### src/rtl/pair_pkg.sv
// Shared definitions for the {num_worthless, useful} operand-reduction pair.
// Field widths are passed at call sites so one set of helpers serves every instance.
package pair_pkg;

    localparam int PAIR_N     = 16;
    localparam int PAIR_M     = 3;
    localparam int PAIR_W     = PAIR_N + PAIR_M + 1;
    localparam int PAIR_MAX_W = 64;

    typedef logic [PAIR_MAX_W-1:0] pair_word_t;

    function automatic pair_word_t field_mask(input int n);
        return (pair_word_t'(1) << n) - pair_word_t'(1);
    endfunction

    // The count field sits above the n-bit useful field.
    function automatic pair_word_t pack_pair(input pair_word_t num_worthless,
                                             input pair_word_t useful,
                                             input int         n);
        return (num_worthless << n) | (useful & field_mask(n));
    endfunction

    function automatic pair_word_t unpack_num_worthless(input pair_word_t pair, input int n);
        return pair >> n;
    endfunction

    function automatic pair_word_t unpack_useful(input pair_word_t pair, input int n);
        return pair & field_mask(n);
    endfunction

endpackage

### src/rtl/pair_fifo_ptr.sv
// Read/write pointer pair with a wrap bit; derives full, empty and level.
// flush clears both pointers and wins over any concurrent push or pop.
module pair_fifo_ptr
    import pair_pkg::*;
#(
    parameter  int DEPTH = 4,
    localparam int AW    = $clog2(DEPTH),
    localparam int LW    = AW + 1
) (
    input  logic          clk,
    input  logic          rst,
    input  logic          flush,
    input  logic          in_valid,
    input  logic          out_ready,
    output logic          in_ready,
    output logic          out_valid,
    output logic          wr_en,
    output logic [AW-1:0] wr_idx,
    output logic [AW-1:0] rd_idx,
    output logic [LW-1:0] level
);

    logic [LW-1:0] wr_ptr;
    logic [LW-1:0] rd_ptr;
    logic          full;
    logic          empty;
    logic          push;
    logic          pop;

    assign empty = (wr_ptr == rd_ptr);
    assign full  = (wr_ptr[AW-1:0] == rd_ptr[AW-1:0]) && (wr_ptr[AW] != rd_ptr[AW]);

    assign in_ready  = !full;
    assign out_valid = !empty;
    assign push      = in_valid && in_ready;
    assign pop       = out_valid && out_ready;
    assign wr_en     = push && !flush;

    assign wr_idx = wr_ptr[AW-1:0];
    assign rd_idx = rd_ptr[AW-1:0];
    assign level  = wr_ptr - rd_ptr;

    // NOTE: state registers use non-blocking assignments so every flop samples pre-edge values.
    always_ff @(posedge clk or posedge rst) begin
        if (rst) begin
            wr_ptr <= '0;
            rd_ptr <= '0;
        end else if (flush) begin
            wr_ptr <= '0;
            rd_ptr <= '0;
        end else begin
            if (push) wr_ptr <= wr_ptr + LW'(1);
            if (pop)  rd_ptr <= rd_ptr + LW'(1);
        end
    end

endmodule

### src/rtl/pair_fifo.sv
// First-word-fall-through elastic buffer between the leading-one detector and the
// truncated multiplier; holds the pair storage and gates the head outputs when empty.
module pair_fifo
    import pair_pkg::*;
#(
    parameter  int N     = PAIR_N,
    parameter  int M     = PAIR_M,
    parameter  int DEPTH = 4,
    localparam int AW    = $clog2(DEPTH),
    localparam int LW    = AW + 1,
    localparam int NW    = M + 1,
    localparam int W     = N + M + 1
) (
    input  logic          clk,
    input  logic          rst,
    input  logic          flush,
    input  logic          in_valid,
    output logic          in_ready,
    input  logic [NW-1:0] num_worthless_in,
    input  logic [N-1:0]  useful_in,
    output logic          out_valid,
    input  logic          out_ready,
    output logic [NW-1:0] num_worthless_out,
    output logic [N-1:0]  useful_out,
    output logic [LW-1:0] level
);

    logic [W-1:0]  mem [DEPTH];
    logic [W-1:0]  head;
    logic          wr_en;
    logic [AW-1:0] wr_idx;
    logic [AW-1:0] rd_idx;

    pair_fifo_ptr #(.DEPTH(DEPTH)) u_ptr (
        .clk       (clk),
        .rst       (rst),
        .flush     (flush),
        .in_valid  (in_valid),
        .out_ready (out_ready),
        .in_ready  (in_ready),
        .out_valid (out_valid),
        .wr_en     (wr_en),
        .wr_idx    (wr_idx),
        .rd_idx    (rd_idx),
        .level     (level)
    );

    // NOTE: storage is deliberately not reset; the empty pointers plus output gating hide stale data.
    always_ff @(posedge clk) begin
        if (wr_en) begin
            mem[wr_idx] <= W'(pack_pair(pair_word_t'(num_worthless_in),
                                        pair_word_t'(useful_in), N));
        end
    end

    assign head = mem[rd_idx];

    assign num_worthless_out = out_valid ? NW'(unpack_num_worthless(pair_word_t'(head), N)) : '0;
    assign useful_out        = out_valid ? N'(unpack_useful(pair_word_t'(head), N))         : '0;

endmodule
### config.mk
export PLATFORM = sky130hd
export DESIGN_NAME = pair_fifo
export DESIGN_NICKNAME = d
export VERILOG_FILES = /design/src/rtl/pair_pkg.sv /design/src/rtl/pair_fifo_ptr.sv /design/src/rtl/pair_fifo.sv
export SDC_FILE = /design/constraint.sdc
export NUM_CORES = 1
export LEC_CHECK = 0
export ABC_AREA = 1
export BUFFER_PORTS_ARGS = -buffer_cell sky130_fd_sc_hd__clkbuf_2
export CORE_MARGIN = 1
export CORE_UTILIZATION = 50
export DETAILED_ROUTE_END_ITERATION = 6
export GPL_TIMING_DRIVEN = 0
export PLACE_DENSITY = 0.69
export SLEW_MARGIN = 10
export SYNTH_ARGS = -nofsm -noshare
export SYNTH_HDL_FRONTEND = slang
export SYNTH_HIERARCHICAL = 1
export SYNTH_SLANG_ARGS = --single-unit
### constraint.sdc
create_clock -name clk -period 3.9 [get_ports clk]
set_input_delay 0.39 -clock clk [delete_from_list [all_inputs] [get_ports clk]]
set_output_delay 0.39 -clock clk [all_outputs]
set_load 0.005 [all_outputs]
After elaboration in Yosys (flattened, before gate mapping):

Memories as Yosys holds them, arrays and structs flattened.
Index checks and enable logic that the tools add are counted.

* register bits: 6
* bits in writable memories: 80
* input port bits: 25
* output and inout port bits: 25
* word-level logic and storage cells: 27
* memories kept: 1

* add/sub/neg operators: 3
* eq/ne operators: 3
* mux-type cells: 8
* bitwise operators: 1
* reductions and logical operators: 9

Memory list
* mem: depth 4, width 20, read ports 1, clocked after memory_dff 0, write ports 1, line pair_fifo.sv:28 `logic [W-1:0] mem [DEPTH];`

Operator list (count)
* $or 20x16->20: 1
* $mux 16: 1
* $mux 3: 4
* $add 3x1->3 const B: 2
* $logic_and 1x1->1: 4
* $mux 4: 1
* $reduce_bool 2->1: 2
* $eq 3x3->1: 1
* $logic_not 1->1: 3
* $sub 3x3->3: 1
* $eq 2x2->1: 1
* $mux 1: 2
* $ne 1x1->1: 1

Logic depth before layout (Yosys ltp):

Gate-level depths: netlist of the first run.

* depth after elaboration: 7
* mapped depth: 9
* depth with buffers taken out: 9

Cells and area by module:

Netlist of the first run, hierarchy kept.

Modules (own cells, without submodules)
* pair_fifo: times used 1, cells an instance 325, area each 3562.2 µm², seq. area each 2402.3 µm²
* pair_fifo_ptr: times used 1, cells an instance 65, area each 518.0 µm², seq. area each 150.1 µm²

Worst setup path after synthesis of the first run:

Ideal clock, no wire load.

* path type: reg2reg
* from: register u_ptr.wr_ptr[0]
* to: memory mem[0][0] (netlist bit) (enable)
* library setup time: 0.422 ns
* data arrival time: 2.580 ns
* data required time: 3.478 ns
* setup slack: 0.897 ns
* stages on the path, launching flop included: 10
* buffers on the path: 0
* clock period less this slack: 3.003 ns
* cell sequence: dfrtp_1 > inv_1 > ha_1 > nand2_1 > clkinv_2 > nand3_4 > nand2_4 > nor2_1 > inv_1 > nor3_1

* longest elaborated chain between the ends: 7

RTL lines
* from (decl): line pair_fifo_ptr.sv:23 `logic [LW-1:0] wr_ptr;`
* from (signal assigned): line pair_fifo_ptr.sv:52 `if (push) wr_ptr <= wr_ptr + LW'(1);`
* $eq 2x2->1: line pair_fifo_ptr.sv:31 `assign full = (wr_ptr[AW-1:0] == rd_ptr[AW-1:0]) && (wr_ptr[AW] != rd_ptr[AW]);`
* $logic_and 1x1->1: line pair_fifo_ptr.sv:31
* $logic_not 1->1: line pair_fifo_ptr.sv:33 `assign in_ready = !full;`
* net in_ready: line pair_fifo.sv:18 `output logic in_ready,`
* $logic_and 1x1->1: line pair_fifo_ptr.sv:35 `assign push = in_valid && in_ready;`
* $logic_and 1x1->1: line pair_fifo_ptr.sv:37 `assign wr_en = push && !flush;`
* net wr_en: line pair_fifo.sv:30 `logic wr_en;`
* $mux 1: line pair_fifo.sv:50 `if (wr_en) begin`
* $mux 1 (not written as such): line pair_fifo.sv:51 `mem[wr_idx] <= W'(pack_pair(pair_word_t'(num_worthless_in),`
* to (decl): line pair_fifo.sv:28

The timed path passes the listed nets, and every way through them passes these cells.

Worst setup path in the final report of the first run:

* from: register u_ptr.rd_ptr[1]
* to: output port num_worthless_out[3]

* longest elaborated chain between the ends: 2
* elaborated cells between the ends (all ways): 3
* those cells by class: eq/ne (1); mux (1); memory (1)

RTL lines
* from (decl): line pair_fifo_ptr.sv:24 `logic [LW-1:0] rd_ptr;`
* from (signal assigned): line pair_fifo_ptr.sv:53 `if (pop) rd_ptr <= rd_ptr + LW'(1);`
* $mem_v2 4x20 or $eq 3x3->1 (tied branches)
* $mux 4 (*): line pair_fifo.sv:58 `assign num_worthless_out = out_valid ? NW'(unpack_num_worthless(pair_word_t'(head), N)) : '0;`
* to (decl): line pair_fifo.sv:23 `output logic [NW-1:0] num_worthless_out,`

Every way passes the cells marked *; elsewhere a longest branch is shown, timed or not.

==> metrics.json, run 1 <==
{
  "run_status": "finished, final reports clean",
  "design.core.area_um2": 7810,
  "fp.dieArea_um2": 8530,
  "synth_cell_type_count": 23,
  "worst-r2r-cell-count": 11,
  "synth_area_per_cell_um2": 10.5,
  "slew_viol_final": 0,
  "antenna_found_initial": 0,
  "clk_pin_slew_worst_paths_ns": 0.09,
  "grt_pass1_vias": 2606,
  "critical_path.slowest_cell": "clkbuf_1",
  "drt.antenna.violating_nets": 0,
  "post_layout_nonfiller_instances": 567,
  "fmax_mhz": 367,
  "htree_num_levels": 3,
  "final-hold-violation-count": 0,
  "floorplan.io_pins": 50,
  "critPathBufInv": 5,
  "dr.first_iter.drc_count": 143,
  "place.detailed.instances": 550,
  "synth-adder-area-share": 0.0172,
  "power-per-cell-area_nw_per_um2": 434,
  "initial_core_util": 0.523,
  "clkPwrFrac": 0.263,
  "critical_path_peak_fanout": 10,
  "areaGrowthSynthToFinish_pct": 16.2,
  "via_count": 2703,
  "power.sequential.fraction": 0.508,
  "rsz0062_at_grt": "false",
  "setup_slack_ns": 1.18,
  "timing.setup.critical_path_class": "register to output port",
  "whs_ns": 0.258,
  "min_path_type": "input pin to register",
  "arrival_worst_endpoint_ns": 2.33,
  "critical_path.startpoint_type": "register",
  "dieWidth_um": 92.3,
  "dp_hpwl_um": 5480,
  "combinational_family_with_the_most_area_after_synthesis": "simple AND/OR/NAND/NOR gates",
  "synth_largest_area_cell": "edfxtp_1",
  "cts_max_path_buffers": 2,
  "cts_resized": 0,
  "min_delay_worst_endpoint": "mem[1][2]$_DFFE_PP_",
  "detail_route.drc_violations": 0,
  "synth-xor-area-share": 0.00215,
  "first_pass_iters": 4,
  "drt-vias-per-instance": 4.77,
  "grt_remaining_overflow": 0,
  "mappedNetlistArea_um2": 4080,
  "critical-path-top-delay-family": "buffers and inverters",
  "cp_data_required_time_ns": 3.51,
  "skew_ns": 0.00577,
  "post-route-min-period_ns": 2.72,
  "min_period_over_period": 0.699,
  "maximum_number_of_pins_on_one_net_before_global_route_repair": 16,
  "worst_r2r_endpoint": "mem[1][14]$_DFFE_PP_",
  "cellLeakagePower_uw": 0.00222,
  "max_cap_viol_count": 0,
  "syn_nets": 420,
  "timing.hold.worst.start": "useful_in[2]",
  "worst-slew-pin-transition_ns": 0.780,
  "power.share.switching": 0.295,
  "clock_sink_count": 86,
  "fillerInstances": 636,
  "final_cell_area_um2": 4740,
  "vdd_drop_max_mv": 0.234,
  "global_route_wire_length_before_repair_um": 12300,
  "route.final.wire_length_um": 7670,
  "path_common_cell": "inv_1",
  "simple_gate_fraction_of_synth_area": 0.196,
  "crit-reg2reg-launch": "u_ptr/rd_ptr[1]$_DFFE_PP0P_",
  "synth.area.top_cells": "edfxtp_1, inv_1, nand2_1",
  "placement.setup.worst_slack_ns": 1.38,
  "category_of_the_worst_setup_path_capture_point": "output port",
  "worstPathCellList": "inv_1, ha_1, nand2_1, clkinv_2, nand3_4, inv_1, clkbuf_1, a21oi_2, clkbuf_2",
  "post-cts-setup-buffer-count": 0,
  "min_path_cells": 1,
  "timing.critical_path.slowest_cell_delay_ns": 0.60,
  "numCtsBuffers": 9,
  "netlist_instances": 390,
  "ctsHoldBuffers": 1,
  "comb_power_share": 0.228,
  "synthesis.yosys.warnings": 6,
  "synth_top_area_frac": 0.589,
  "seq_area_frac_synth": 0.626,
  "post_synth_mux_area_share": 0,
  "globalplace.congestion": 0.785,
  "final_net_count": 490,
  "ff2ff_setup_slack_ns": 1.43,
  "synth_compound_gate_area_share": 0.0337,
  "placement_rows": 32,
  "place.port_buffers": 49,
  "timing.max_slew.rel_slack": 0.480,
  "insertion_delay_ns": 0.35,
  "wl_per_cell_um": 13.5,
  "placement.cell_area_um2": 4560,
  "tritoncts": "done",
  "fp.dieH_um": 92.3,
  "globalRouteTotalUtil": 0.199,
  "post_route_cells_drive_above_1_share": 0.292,
  "root_buffer": "clkbuf_8",
  "switching_power_uw": 608,
  "intPower_uw": 1450,
  "antennaDiodeCount": 0,
  "count_of_state_elements_after_synthesis": 86,
  "setup_viol_count_final": 0
}
-- cells by family (layout without fill, tap and decap cells) --
kind of cell | Yosys count | count (layout)
adders and majority gates | 5 | 5
DFF | 86 | 86
and+or+nand+nor | 159 | 159
buffers and inverters | 119 | 194
AOI/OAI and AO/OA | 20 | 20
xor gates and xnor gates | 1 | 1
-- power groups by stage --
stage               clock network, uW  logic (uW)  registers (uW)
floorplan                           0         295            1070
global placement                    0         454            1070
detailed placement                  0         474            1070
CTS                               557         476            1050
global route                      597         521            1050
finish                            541         470            1050
-- routing by layer --
| metal | routed length [um] | global-route usage |
|---|---|---|
| met1 | 3150 | 0.242 |
| met2 | 3940 | 0.344 |
| met3 | 484 | 0.0369 |
| met4 | 91 | 0.0859 |
| met5 | 0 | 0 |
-- how the worst max path moves through the flow --
stage                                startpoint                   end  slack (ns)  cells after the start
finish              u_ptr/rd_ptr[1]$_DFFE_PP0P_  num_worthless_out[3]        1.18                      9
global route        u_ptr/rd_ptr[1]$_DFFE_PP0P_         useful_out[7]        0.97                      9
CTS                 u_ptr/rd_ptr[1]$_DFFE_PP0P_         useful_out[7]        1.11                      9
detailed placement  u_ptr/rd_ptr[1]$_DFFE_PP0P_   mem[1][8]$_DFFE_PP_        1.38                     11
global placement    u_ptr/rd_ptr[1]$_DFFE_PP0P_   mem[1][8]$_DFFE_PP_       -0.40                      9
floorplan           u_ptr/wr_ptr[0]$_DFFE_PP0P_   mem[0][0]$_DFFE_PP_        0.90                      9
-- registers in the layout, summed over array words and instances (netlist names) --
name,flops
mem,80
u_ptr/rd_ptr,3
u_ptr/wr_ptr,3
-- per-stage QoR --
| step | power [uW] | setup TNS (ns) | util |
|---|---|---|---|
| 2_1_floorplan | 1360 | 0 | - |
| 3_3_place_gp | 1520 | -21.04 | 0.570 |
| 3_5_place_dp | 1540 | 0 | 0.584 |
| 4_1_cts | 2080 | 0 | 0.607 |
| 5_1_grt | 2170 | 0 | 0.607 |
| 6_report | 2060 | 0 | 0.607 |
-- placed cells by master (no fill, tap or decap), types with 4 or more instances in the layout --
cell,Yosys,final
nor3_2,0,4
buf_6,5,8
a21oi_1,10,10
nand3_1,36,36
nand3_2,10,10
edfxtp_1,80,80
ha_1,4,4
nand4_1,6,6
inv_1,95,95
a21oi_2,10,10
buf_2,9,9
nand2_2,13,13
clkbuf_2,0,49
clkbuf_8,0,9
dfrtp_1,6,6
nand2_1,83,83
buf_4,4,9
-- cell usage after synthesis (all sizes together) --
master,count
a21oi,20
buf,18
clkbuf,2
clkinv,1
dfrtp,6
edfxtp,80
fa,1
ha,4
inv,98
nand2,98
nand3,48
nand4,6
nor2,3
nor3,4
xor2,1
-- worst register-to-register path, stage by stage, from the launching register on --
cell,delay [ns]
dfrtp_1,0.48
inv_1,0.08
ha_1,0.27
nand2_1,0.08
clkinv_2,0.09
nand3_4,0.10
nand2_4,0.06
nor2_1,0.08
inv_1,0.11
nor3_2,0.45
buf_6,0.23
buf_8,0.15
-- final cells by class --
| class | instances | area (um2) | share of cell area |
|---|---|---|---|
| flip-flops and latches | 86 | 2550 | 0.538 |
| plain buffers | 20 | 139 | 0.0293 |
| clock inverters | 7 | 48.8 | 0.0103 |
| clock buffers | 9 | 124 | 0.0261 |
| multi-input cells | 185 | 1040 | 0.218 |
| well taps | 102 | 128 | 0.0269 |
| repair buffers | 59 | 342 | 0.0720 |
| inverters | 99 | 373 | 0.0786 |
(Power assumes the default switching activity.)
==> run 2: changes to the inputs <==
==> constraint.sdc (replaced) <==
create_clock -name clk -period 2.7 [get_ports clk]
set_input_delay 0.27 -clock clk [delete_from_list [all_inputs] [get_ports clk]]
set_output_delay 0.27 -clock clk [all_outputs]
set_load 0.005 [all_outputs]
==> run 2 against run 1 <==
  * Largest power group unchanged
  * Sequential power up 44%
  * Register-to-register slack worse by 1.2 ns
  * Clock skew up 0.0024 ns
  * Routed wire length up 0.25%
  * First-iteration DRC count up 4.9%
  * Highest routed layer unchanged
  * Die area unchanged
  * Utilization up 0.096 points
==> metrics.json, run 2 (synthesis gave the netlist of run 1 again) <==
{
  "globalRouteTotalUtil": 0.199,
  "arrival_worst_endpoint_ns": 2.20,
  "maximum_number_of_pins_on_one_net_before_global_route_repair": 16,
  "final_util": 0.608,
  "cts_max_path_buffers": 2,
  "post-route-min-period_ns": 2.47,
  "worst-slew-pin-transition_ns": 0.501,
  "switching_power_uw": 878,
  "fp.dieArea_um2": 8530,
  "top_register": "mem",
  "via_count": 2700,
  "timing.critical_path.slowest_cell_delay_ns": 0.48,
  "global_route_wire_length_before_repair_um": 12300,
  "fmax_mhz": 404,
  "wl_per_cell_um": 13.6,
  "category_of_the_worst_setup_path_capture_point": "output port",
  "floorplan.io_pins": 50,
  "areaGrowthSynthToFinish_pct": 16.4,
  "cellLeakagePower_uw": 0.00223,
  "power-per-cell-area_nw_per_um2": 626,
  "initial_core_util": 0.523,
  "detail_route.drc_violations": 0,
  "clock_sink_count": 86,
  "dp_hpwl_um": 5480,
  "min_path_type": "input pin to register",
  "busiest_layer": "met2",
  "max_cap_viol_count": 0,
  "fillerInstances": 636,
  "fp.dieH_um": 92.3,
  "critical_path.startpoint_type": "register",
  "timing.setup.critical_path_class": "register to output port",
  "insertion_delay_ns": 0.35,
  "first_pass_iters": 4,
  "ff2ff_setup_slack_ns": 0.25,
  "run_status": "finished, final reports clean",
  "power.sequential.fraction": 0.508,
  "path_common_cell": "inv_1",
  "worstPathCellList": "inv_1, ha_1, nand2_1, clkinv_2, nand3_4, inv_1, clkbuf_1, a21oi_1, clkbuf_2",
  "dieWidth_um": 92.3,
  "globalRouteMet2Util": 0.344,
  "post_layout_nonfiller_instances": 567,
  "numCtsBuffers": 9,
  "layout_top_registers": "mem (80), u_ptr/rd_ptr (3), u_ptr/wr_ptr (3)",
  "critical_path.slowest_cell": "dfrtp_1",
  "slew_viol_final": 0,
  "critical_path_peak_fanout": 10,
  "post-cts-setup-buffer-count": 0,
  "dr.first_iter.drc_count": 150,
  "timing.max_slew.rel_slack": 0.666,
  "tritoncts": "done",
  "setup_viol_count_final": 0,
  "final_net_count": 490,
  "grt_use_met1": 0.242,
  "placement_rows": 32,
  "rsz0062_at_grt": "false",
  "design.core.area_um2": 7810,
  "vdd_drop_max_mv": 0.339,
  "layout.cells.most_common": "inv_1",
  "root_buffer": "clkbuf_8",
  "final-hold-violation-count": 0,
  "mostFrequentLayoutCells": "inv_1, nand2_1, edfxtp_1",
  "final.setup.tns_ns": 0,
  "antenna_found_initial": 0,
  "post_route_cells_drive_above_1_share": 0.295,
  "min_period_over_period": 0.916,
  "placement.cell_area_um2": 4560,
  "clk_pin_slew_worst_paths_ns": 0.09,
  "grt_pass1_vias": 2606,
  "comb_power_share": 0.229,
  "cp_data_required_time_ns": 2.43,
  "final_cell_area_um2": 4750,
  "drt-vias-per-instance": 4.76,
  "largest_register_ff_count": 80,
  "met3_usage": 0.0369,
  "place.detailed.instances": 550,
  "grt_remaining_overflow": 0,
  "intPower_uw": 2090,
  "whs_ns": 0.137,
  "power.share.switching": 0.295,
  "route.final.wire_length_um": 7680,
  "skew_ns": 0.00816,
  "antennaDiodeCount": 0,
  "clkPwrFrac": 0.263,
  "htree_num_levels": 3,
  "place.port_buffers": 49,
  "drt.antenna.violating_nets": 0,
  "globalplace.congestion": 0.785
}
[run 2: cell type report]
cell class,instances,area [um2],area share
repair buffers,59,342,0.0719
clock buffers,9,124,0.0261
flip-flops and latches,86,2550,0.537
well taps,102,128,0.0269
multi-input cells,185,1040,0.219
clock inverters,7,48.8,0.0103
plain buffers,20,140,0.0295
inverters,99,373,0.0785
[run 2: repair_timing]
action | 4_1_cts | 5_1_grt
endpoints found under the setup margin | 0 | 19
hold buffers | 1 | 0
hold endpoints to repair | 6 | 0
resized for setup | 0 | 3
[run 2: worst max-delay path, delay by kind of cell, from the launching register on]
kind            cells  cell delay (ns)
buf+inv             5             0.81
simple gates        2             0.17
compound gates      1             0.13
fa+ha+maj           1             0.27
flops               1             0.48
[run 2: layer usage]
layer / vias up / routed length [um]
li1: 1370 / -
met1: 1243 / 3170
met2: 77 / 3960
met3: 10 / 460
met4: 0 / 94
met5: - / 0
[run 2: path summary, 6_finish.rpt]
kind / start / to / cells past startpoint
setup / recovery: u_ptr/rd_ptr[1]$_DFFE_PP0P_ / num_worthless_out[2] / 9
hold / removal: useful_in[2] / mem[1][2]$_DFFE_PP_ / 1
setup reg to reg: u_ptr/rd_ptr[1]$_DFFE_PP0P_ / mem[0][8]$_DFFE_PP_ / 11
hold reg to reg: u_ptr/wr_ptr[0]$_DFFE_PP0P_ / u_ptr/wr_ptr[0]$_DFFE_PP0P_ / 2
max in group asynchronous: rst / u_ptr/wr_ptr[1]$_DFFE_PP0P_ / 3
min in group asynchronous: rst / u_ptr/rd_ptr[2]$_DFFE_PP0P_ / 3
[run 2: power groups by stage]
stage	clock [uW]	sequential [uW]	combinational [uW]
global placement	0	1540	656
CTS	805	1510	688
finish	780	1510	681
global route	862	1520	756
floorplan	0	1540	426
detailed placement	0	1540	685
[run 2: per-stage QoR]
step                      power [uW]  setup slack (ns)
after floorplan                 1970            -0.303
after detailed placement        2230             0.181
final                           2970             0.227
after CTS                       3000            0.0341
after global placement          2200             -1.60
after global routing            3130           0.00616
==> run 3: changes to the inputs <==
--- a/config.mk
+++ b/config.mk
@@ -6,14 +6,13 @@
 export NUM_CORES = 1
 export LEC_CHECK = 0
 export ABC_AREA = 1
-export BUFFER_PORTS_ARGS = -buffer_cell sky130_fd_sc_hd__clkbuf_2
+export BUFFER_PORTS_ARGS = -buffer_cell sky130_fd_sc_hd__buf_4
 export CORE_MARGIN = 1
 export CORE_UTILIZATION = 50
 export DETAILED_ROUTE_END_ITERATION = 6
 export GPL_TIMING_DRIVEN = 0
-export PLACE_DENSITY = 0.69
+export PLACE_DENSITY = 0.7
 export SLEW_MARGIN = 10
 export SYNTH_ARGS = -nofsm -noshare
 export SYNTH_HDL_FRONTEND = slang
-export SYNTH_HIERARCHICAL = 1
 export SYNTH_SLANG_ARGS = --single-unit
==> run 3 against run 2 <==
  * Sequential power is essentially flat
  * Utilization grew 0.87 points
  * Worst hold slack lost 0.021 ns
  * Combinational power grew 6.3%
  * Worst setup slack lost 0.19 ns
  * Power grew 1.8%
  * Final cell count shrank 16%
  * Non-clock buffer count shrank 9
  * Critical endpoint is now mem[3][16]$_DFFE_PP_
  * Largest cell class unchanged
==> metrics.json, run 3 <==
{
  "fp.dieH_um": 88.1,
  "synth_largest_area_cell": "edfxtp_1",
  "synth_enable_flop_cells": 80,
  "worst-slew-pin-transition_ns": 0.610,
  "cell_with_the_most_instances_after_synthesis": "nor2_1",
  "tritoncts": "done",
  "netlist_instances": 307,
  "placement.setup.worst_slack_ns": 0.0647,
  "post_route_cells_drive_above_1_share": 0.302,
  "global_route_wire_length_before_repair_um": 11900,
  "skew_ns": 0.00946,
  "globalplace.congestion": 0.766,
  "layout_top_registers": "mem (80), u_ptr.rd_ptr (3), u_ptr.wr_ptr (3)",
  "ff2ff_setup_slack_ns": 0.03,
  "grt_remaining_overflow": 0,
  "synth_top_area_frac": 0.648,
  "fmax_mhz": 375,
  "antennaDiodeCount": 0,
  "dp_hpwl_um": 5070,
  "route.final.wire_length_um": 7750,
  "fp.dieArea_um2": 7760,
  "insertion_delay_ns": 0.35,
  "slew_viol_final": 0,
  "mostFrequentLayoutCells": "nor2_1, edfxtp_1, buf_4",
  "via_count": 2468,
  "wl_per_cell_um": 16.3,
  "maximum_number_of_pins_on_one_net_before_global_route_repair": 16,
  "grt_pass1_vias": 2328,
  "drt.antenna.violating_nets": 0,
  "areaGrowthSynthToFinish_pct": 20.1,
  "synth_flop_cell": "edfxtp_1",
  "synth_area_per_cell_um2": 12.1,
  "top_register": "mem",
  "min_period_over_period": 0.988,
  "place.port_buffers": 49,
  "arrival_worst_endpoint_ns": 2.72,
  "vdd_drop_max_mv": 0.364,
  "placement_rows": 31,
  "min_path_type": "input pin to register",
  "layout.cells.most_common": "nor2_1",
  "post-route-min-period_ns": 2.67,
  "dr.first_iter.drc_count": 164,
  "cts_resized": 0,
  "clk_pin_slew_worst_paths_ns": 0.09,
  "critical_path.startpoint_type": "register",
  "power-per-cell-area_nw_per_um2": 679,
  "final_util": 0.617,
  "synth_async_sr_flop_share": 0.0698,
  "seq_area_frac_synth": 0.688,
  "numCtsBuffers": 9,
  "cp_data_required_time_ns": 2.75,
  "initial_core_util": 0.514,
  "globalRouteTotalUtil": 0.216,
  "mappedNetlistArea_um2": 3710,
  "post_layout_nonfiller_instances": 476,
  "power_uw": 3020,
  "root_buffer": "clkbuf_8",
  "synthesis.yosys.warnings": 0,
  "place.detailed.instances": 459,
  "largest_register_ff_count": 80,
  "timing.setup.critical_path_class": "register to register",
  "rsz0062_at_grt": "true",
  "dieWidth_um": 88.1,
  "first_pass_iters": 4,
  "syn_nets": 340,
  "final-hold-violation-count": 0,
  "setup_slack_ns": 0.0320,
  "htree_num_levels": 3,
  "setup_viol_count_final": 0,
  "critical_path_peak_fanout": 13,
  "detail_route.drc_violations": 0,
  "drt-vias-per-instance": 5.18,
  "cellLeakagePower_uw": 0.00170,
  "clock_sink_count": 86,
  "design.core.area_um2": 7210,
  "count_of_state_elements_after_synthesis": 86,
  "floorplan.io_pins": 50,
  "cts_max_path_buffers": 2,
  "post_synth_most_frequent_cells": "nor2_1, edfxtp_1, o21ai_0, a21oi_2, nand2_1",
  "category_of_the_worst_setup_path_capture_point": "register",
  "timing.max_slew.rel_slack": 0.593,
  "run_status": "finished, final reports clean",
  "max_cap_viol_count": 0,
  "synth.area.top_cells": "edfxtp_1, nor2_1, o21ai_0",
  "synth_cell_type_count": 22,
  "post-cts-setup-buffer-count": 0,
  "final.setup.tns_ns": 0,
  "antenna_found_initial": 0,
  "final_net_count": 405
}
[run 3: per-stage QoR]
stage               hold slack, ns  area [um2]
global route                0.0979        4450
CTS                          0.102        4450
detailed placement           0.232        4270
floorplan                   0.0610        3710
global placement             0.215        4200
finish                       0.116        4450
[run 3: path summary, 6_finish.rpt]
kind,start,to,cells after the start
max in group asynchronous,rst,u_ptr.rd_ptr[0]$_DFFE_PP0P_,3
hold / removal,useful_in[0],mem[2][0]$_DFFE_PP_,1
hold reg to reg,u_ptr.wr_ptr[0]$_DFFE_PP0P_,u_ptr.wr_ptr[0]$_DFFE_PP0P_,2
min in group asynchronous,rst,u_ptr.wr_ptr[0]$_DFFE_PP0P_,3
setup reg to reg,u_ptr.rd_ptr[1]$_DFFE_PP0P_,mem[3][16]$_DFFE_PP_,9
setup / recovery,u_ptr.rd_ptr[1]$_DFFE_PP0P_,mem[3][16]$_DFFE_PP_,9
[run 3: repair_timing]
action                                  4_1_cts  5_1_grt
endpoints found under the setup margin        0       54
endpoints found under the hold margin         6        0
hold buffers                                  1        0
[run 3: routing by layer]
metal | part of all wire | routed length [um] | track usage | vias up
met5 | 0 | 0 | 0 | -
met4 | 0.012 | 92 | 0.0762 | 0
met3 | 0.058 | 449 | 0.0537 | 10
met2 | 0.50 | 3900 | 0.351 | 78
met1 | 0.43 | 3310 | 0.286 | 1190
li1 | - | - | - | 1190
[run 3: power breakdown]
part / internal, uW / switching [uW]
logic: 315 / 409
registers: 1490 / 16.3
clock network: 334 / 456
[run 3: cell families (layout without fill, tap and decap cells)]
family,after synthesis,after routing,share of synthesized area
xor gates and xnor gates,1,1,0.00236
DFF,86,86,0.688
and+or+nand+nor,119,119,0.134
AOI/OAI and AO/OA,60,60,0.101
buffers and inverters,33,103,0.0445
adders and majority gates,8,8,0.0290
[run 3: cell type report]
type / count / area [um2]
sequential: 86 / 2550
clock buffer: 9 / 124
multi-input combinational: 188 / 1000
fill: 596 / 2760
timing repair buffer: 54 / 438
tap: 99 / 124
buffer: 16 / 101
inverter: 17 / 63.8
clock inverter: 7 / 48.8
[run 3: worst max-delay path: stages, from the launching register on]
cell and delay (ns):
dfrtp_1 0.48, inv_2 0.10, buf_2 0.26, ha_1 0.28
nand2_1 0.06, inv_1 0.07, nand3_2 0.12, nand3_1 0.21
nor2_2 0.54, buf_8 0.25
